===== src/rtl/mem_port_arbiter.sv =====
// Single-port RAM arbiter between CPU fetch (IF) and memory (D) stages; D has fixed priority.
// Define MEM_ARB_FAIR_EN to let IF win one slot after STARVE_MAX consecutive D grants.
module mem_port_arbiter #(
    parameter int unsigned ADDR_W     = 32,
    parameter int unsigned DATA_W     = 32,
    parameter int unsigned RD_LAT     = 2,
    parameter int unsigned STARVE_MAX = 4
) (
    input  logic                clk,
    input  logic                reset,
    input  logic                if_req,
    input  logic [ADDR_W-1:0]   if_addr,
    output logic                if_gnt,
    output logic                if_rvalid,
    output logic [DATA_W-1:0]   if_rdata,
    input  logic                d_req,
    input  logic                d_we,
    input  logic [ADDR_W-1:0]   d_addr,
    input  logic [DATA_W-1:0]   d_wdata,
    input  logic [DATA_W/8-1:0] d_wstrb,
    output logic                d_gnt,
    output logic                d_rvalid,
    output logic [DATA_W-1:0]   d_rdata,
    output logic                mem_en,
    output logic [DATA_W/8-1:0] mem_we,
    output logic [ADDR_W-1:0]   mem_addr,
    output logic [DATA_W-1:0]   mem_wdata,
    input  logic [DATA_W-1:0]   mem_rdata,
    output logic                busy
);

    if (RD_LAT < 1 || RD_LAT > 4) begin : g_bad_lat
        $error("mem_port_arbiter: RD_LAT must be 1..4");
    end
    if (STARVE_MAX > 7) begin : g_bad_starve
        $error("mem_port_arbiter: STARVE_MAX must fit the 3-bit counter");
    end

    logic [RD_LAT-1:0] vld_q, vld_d;
    logic [RD_LAT-1:0] own_q, own_d;   // 1 = D owns the read, 0 = IF
    logic [ADDR_W-1:0] addr_q;
    logic [DATA_W-1:0] wdata_q;
    logic              if_win;
    logic              rd_gnt;

`ifdef MEM_ARB_FAIR_EN
    localparam logic [2:0] STARVE_LIM = 3'(STARVE_MAX);
    logic [2:0] starve_q, starve_d;

    assign if_win = (starve_q == STARVE_LIM) && if_req && d_req;

    always_comb begin
        starve_d = starve_q;
        if (if_gnt || !if_req) begin
            starve_d = '0;
        end else if (d_gnt && starve_q != STARVE_LIM) begin
            starve_d = starve_q + 3'd1;
        end
    end

    always_ff @(posedge clk) begin
        if (reset) begin
            starve_q <= '0;
        end else begin
            starve_q <= starve_d;
        end
    end
`else
    assign if_win = 1'b0;
`endif

    // Grants are suppressed during reset so every output reads 0 while it is held.
    assign d_gnt  = !reset && d_req && !if_win;
    assign if_gnt = !reset && if_req && !d_gnt;
    assign mem_en = d_gnt || if_gnt;
    assign mem_we = (d_gnt && d_we) ? d_wstrb : '0;
    assign rd_gnt = if_gnt || (d_gnt && !d_we);

    always_comb begin
        mem_addr  = addr_q;
        mem_wdata = wdata_q;
        if (reset) begin
            mem_addr  = '0;
            mem_wdata = '0;
        end else if (d_gnt) begin
            mem_addr  = d_addr;
            mem_wdata = d_wdata;
        end else if (if_gnt) begin
            mem_addr  = if_addr;
        end
    end

    always_comb begin
        vld_d = (vld_q << 1) | RD_LAT'(rd_gnt);
        own_d = (own_q << 1) | RD_LAT'(d_gnt);
    end

    always_ff @(posedge clk) begin
        if (reset) begin
            vld_q   <= '0;
            own_q   <= '0;
            addr_q  <= '0;
            wdata_q <= '0;
        end else begin
            vld_q <= vld_d;
            own_q <= own_d;
            if (mem_en) begin
                addr_q  <= mem_addr;
                wdata_q <= mem_wdata;
            end
        end
    end

    assign if_rvalid = !reset && vld_q[RD_LAT-1] && !own_q[RD_LAT-1];
    assign d_rvalid  = !reset && vld_q[RD_LAT-1] &&  own_q[RD_LAT-1];
    assign if_rdata  = if_rvalid ? mem_rdata : '0;
    assign d_rdata   = d_rvalid  ? mem_rdata : '0;
    assign busy      = !reset && (|vld_q);

endmodule


===== config.mk =====
export PLATFORM = sky130hd
export DESIGN_NAME = mem_port_arbiter
export DESIGN_NICKNAME = d
export VERILOG_FILES = /design/src/rtl/mem_port_arbiter.sv
export SDC_FILE = /design/constraint.sdc
export NUM_CORES = 1
export LEC_CHECK = 0
export ABC_CLOCK_PERIOD_IN_PS = 1930
export CORE_AREA = 2 2 106 108
export DETAILED_ROUTE_END_ITERATION = 6
export DIE_AREA = 0 0 108 110
export DONT_BUFFER_PORTS = 1
export MAX_ROUTING_LAYER = met4
export REMOVE_ABC_BUFFERS = 1
export SLEW_MARGIN = 20
export SYNTH_ARGS = -nofsm -noshare
export SYNTH_HDL_FRONTEND = slang
export SYNTH_SLANG_ARGS = --single-unit
export TNS_END_PERCENT = 30

===== constraint.sdc =====
create_clock -name clk -period 1.93 [get_ports clk]
set_input_delay 0.386 -clock clk [delete_from_list [all_inputs] [get_ports clk]]
set_output_delay 0.386 -clock clk [all_outputs]
set_load 0.05 [all_outputs]

After elaboration in Yosys (flattened, before gate mapping) --
Index checks and enable logic that the tools add are counted. Widths: inputs -> output; s select.
Operators by class: reduce and logical (&&, ||, !) cells 16, bitwise operators 2, muxes and demuxes 8
Operator list (number):
- $mux 32 | 7
- $logic_and 1x1->1 | 9
- $logic_not 1->1 | 4
- $mux 4 | 1
- $or 2x1->2 | 2
- $logic_or 1x1->1 | 2
- $reduce_or 2->1 | 1
Storage, ports and cells: register bits after elaboration 68, bits of input ports 137, logic and storage cells 30, output and inout port bits 138

Depth between registers and ports, before layout --
depth in word-level cells 7, depth in mapped cells 5, mapped depth without buffers 2

Worst setup path before layout --
OpenSTA, ideal clock, no wires.
path type in2out, start input d_req, end output mem_addr[10], stages on the path 4, slack -506 ps, buffers on the path 2, required time 1544 ps, arrival time 2050 ps, cell sequence buf_2 buf_2 nor2b_1 a211oi_1
Between the ends: cells in the longest elaborated chain, start to end 6
Ends and longest elaborated chain:
- start: declaration | RTL line 16 | input logic d_req,
- $logic_and 1x1->1 (*) | RTL line 73 | assign d_gnt = !reset && d_req && !if_win;
- $logic_not 1->1 | RTL line 74 | assign if_gnt = !reset && if_req && !d_gnt;
- $logic_and 1x1->1 | RTL line 74
- $mux 32 | RTL line 88 | end else if (if_gnt) begin
- $mux 32 (*) | RTL line 85 | end else if (d_gnt) begin
- $mux 32 (*) | RTL line 82 | if (reset) begin
- end: declaration | RTL line 26 | output logic [ADDR_W-1:0] mem_addr,
Every way passes the cells marked *; elsewhere a longest branch is shown, timed or not.

Final worst setup path --
start register own_q[1], end output d_rdata[21]
Between the ends: cells in the longest elaborated chain, start to end 2
Ends and longest elaborated chain:
- start: declaration | RTL line 40 | logic [RD_LAT-1:0] own_q, own_d;
- start signal: assignment | RTL line 106 | own_q <= own_d;
- $logic_and 1x1->1 | RTL line 115 | assign d_rvalid = !reset && vld_q[RD_LAT-1] && own_q[RD_LAT-1];
- $mux 32 | RTL line 117 | assign d_rdata = d_rvalid ? mem_rdata : '0;
- end: declaration | RTL line 23 | output logic [DATA_W-1:0] d_rdata,
No other way between the ends.

==> reports/results.tsv <==
metric	value	unit
status	finished, final reports clean	
cts_root_buf	clkbuf_8	
setup_viol	0	
core	10700	um2
nNetsFinal	669	
p_switching	1190	uW
p_leak	0.00261	uW
vias	3473	
ir_drop	0.533	mV
clockPowerShare	28.5	%
critical_path_arrival	1.52	ns
endpoint_kind	output pin	
grt_pass1_wl	18100	um
viasPerCell	5.11	
critPathSlowestCell	dfxtp_1	
critical_path.most_common_cell	buf_12	
dp_hpwl	9660	um
syn2layout_area_growth	65.3	%
critical_path_class	flip-flop to output pin	
rsz0062_at_grt	true	
drv_slew	0	
drc_errors	0	
seq_area_frac_synth	37.1	%
syn_inst	414	
clock_latency	0.33	ns
ios	275	
grt_max_degree	139	
grt_util_all_layers	20.4	%
finalCritPeriodShare	98.9	%
numCtsBuffers	9	
grt_overflow	0	
swShare	33.8	%
yosys_warnings	0	
final_area	6070	um2
p_int	2320	uW
tightest_slew	0.327	ns
grt_pass1_vias	3471	
critPathMaxStageDelay	0.37	ns
fin_crit	1.91	ns
crit_buf_inv	2	
start_kind	flip-flop	
skew	0.000354	ns
drive_gt1_share	40.8	%
dieHeight	110	um
max-slew-margin-rel	78.2	%
holdCritPathClass	input port to flip-flop	
seqPwrFrac	43.4	%
r2r_slack	1.15	ns
max_freq	524	MHz
critPathTopFamily	simple AND/OR/NAND/NOR gates	
start_util	34.3	%
place_congestion	0.815	
synth_cell_types	19	
clock_sinks	68	
first_iter_violations	124	
syn-cell-area	3670	um2
crit_fanout	18	
tritoncts	built	
multi_input_area	2300	um2
antenna_found_initial	1	
crit_required	1.54	ns
final_util	56.8	%
htreeDepth	3	
p_per_area	578	nW/um2
combPwrFrac	28.1	%
ctsHoldBuffers	0	
wl	13100	um
drt_first_pass_iters	4	
finalHoldViolCount	0	
ys_ff_latch	68	
wl_per_cell	19.2	um
ff_latch_area	1360	um2
dieArea	11900	um2
num-fill-cells	882	
clock_path_buffers	2	
die_x	108	um
row_count	38	
port_buffers	0	
maxCapViolCount	0	
syn_avg_cell_area	8.87	um2
fin_hold_ws	0.109	ns
crit_chain	and3b_2, buf_12, and2_1, buf_12	
ant_nets	0	
place_area	5760	um2
clkTransAtPathRegs	0.08	ns
cell usage in the layout, fill, tap and decap left out, types with 2 or more instances in the layout:
master,count
nor2b_1,36
and3_1,4
a211oi_1,32
and2_4,23
nor2_1,68
a211oi_2,32
clkbuf_8,9
clkinv_2,2
mux2i_1,64
clkbuf_1,3
and2_1,41
clkbuf_16,3
diode_2,2
dfxtp_1,67
nand2b_1,2
buf_4,70
buf_12,73
metal layers:
| layer | track usage (%) | routed length [um] | up-vias |
|---|---|---|---|
| li1 | - | - | 1653 |
| met1 | 19.5 | 4660 | 1610 |
| met2 | 35.6 | 6620 | 185 |
| met3 | 7.47 | 1240 | 25 |
| met4 | 12.2 | 528 | 0 |
| met5 | - | 0 | - |
cell usage after synthesis:
master    count  area [um2]
nand2b_1      2        12.5
and3_1        4        25.0
and2_1       64         400
clkbuf_1     13        48.8
nor2b_1      36         225
and3b_1       1        8.76
nor3b_2       1        12.5
nor2_1       68         255
buf_4         3        22.5
nor3b_1       1        7.51
inv_2         1        3.75
mux2i_1      64         641
buf_12        3        60.1
buf_2        11        55.1
a211oi_1     64         480
buf_6         2        22.5
buf_1         7        26.3
dfxtp_1      68        1360
a21oi_1       1        5.00
cell type report:
cell class,instances,share of cell area (%)
clock buffers,12,2.22
multi-input cells,306,37.9
repair buffers,146,34.0
clock inverters,4,0.433
inverters,1,0.0618
well taps,140,2.88
diodes,2,0.0824
flip-flops and latches,68,22.4
flip-flops by register name, indices dropped and copies added, names as in the netlist:
register / count
wdata_q: 32
own_q: 2
addr_q: 32
vld_q: 2
path summary, 6_finish.rpt:
| check | start | to | depth (start not counted) |
|---|---|---|---|
| max reg2reg | addr_q[22]$_SDFFE_PP0P_ | addr_q[22]$_SDFFE_PP0P_ | 2 |
| min reg2reg | own_q[0]$_SDFF_PP0_ | own_q[1]$_SDFF_PP0_ | 1 |
| min | reset | wdata_q[16]$_SDFFE_PP0P_ | 1 |
| max | own_q[1]$_SDFF_PP0_ | d_rdata[21] | 4 |
kinds of logic after synthesis:
kind of cell / count (synthesis) / share of synthesized area (%)
mux: 64 / 17.4
simple gates: 177 / 25.8
compound gates: 65 / 13.2
flops: 68 / 37.1
buf+inv: 40 / 6.51
repair_timing:
action                                  in CTS  in global routing
resized for setup                            3                 22
gates cloned                                 0                  3
pin swaps                                    0                  0
setup buffers                                0                  2
endpoints found under the setup margin       3                 61
worst reg2reg max path: cells and delay by family (launching register included):
family | cells | cell delay [ns]
flip-flops | 1 | 0.31
AO/OA/AOI/OAI | 1 | 0.11
multiplexers | 1 | 0.23
power groups by stage:
stage,logic (uW),registers [uW],clock network (uW)
finish,987,1520,1000
global route,1040,1530,1100
CTS,983,1520,1040
detailed placement,980,1550,0
global placement,958,1550,0
floorplan,656,1550,0
per-stage QoR:
step                      power, uW   TNS [ns]  setup slack (ns)  instances
after floorplan                2200     -39.87            -0.632        375
after global placement         2510          0             0.334        656
after detailed placement       2530          0             0.302        656
after CTS                      3540  -0.000924         -0.000924        672
after global routing           3670     -0.818           -0.0698        679
final                          3510          0            0.0207        679
(Power assumes the default switching activity.)
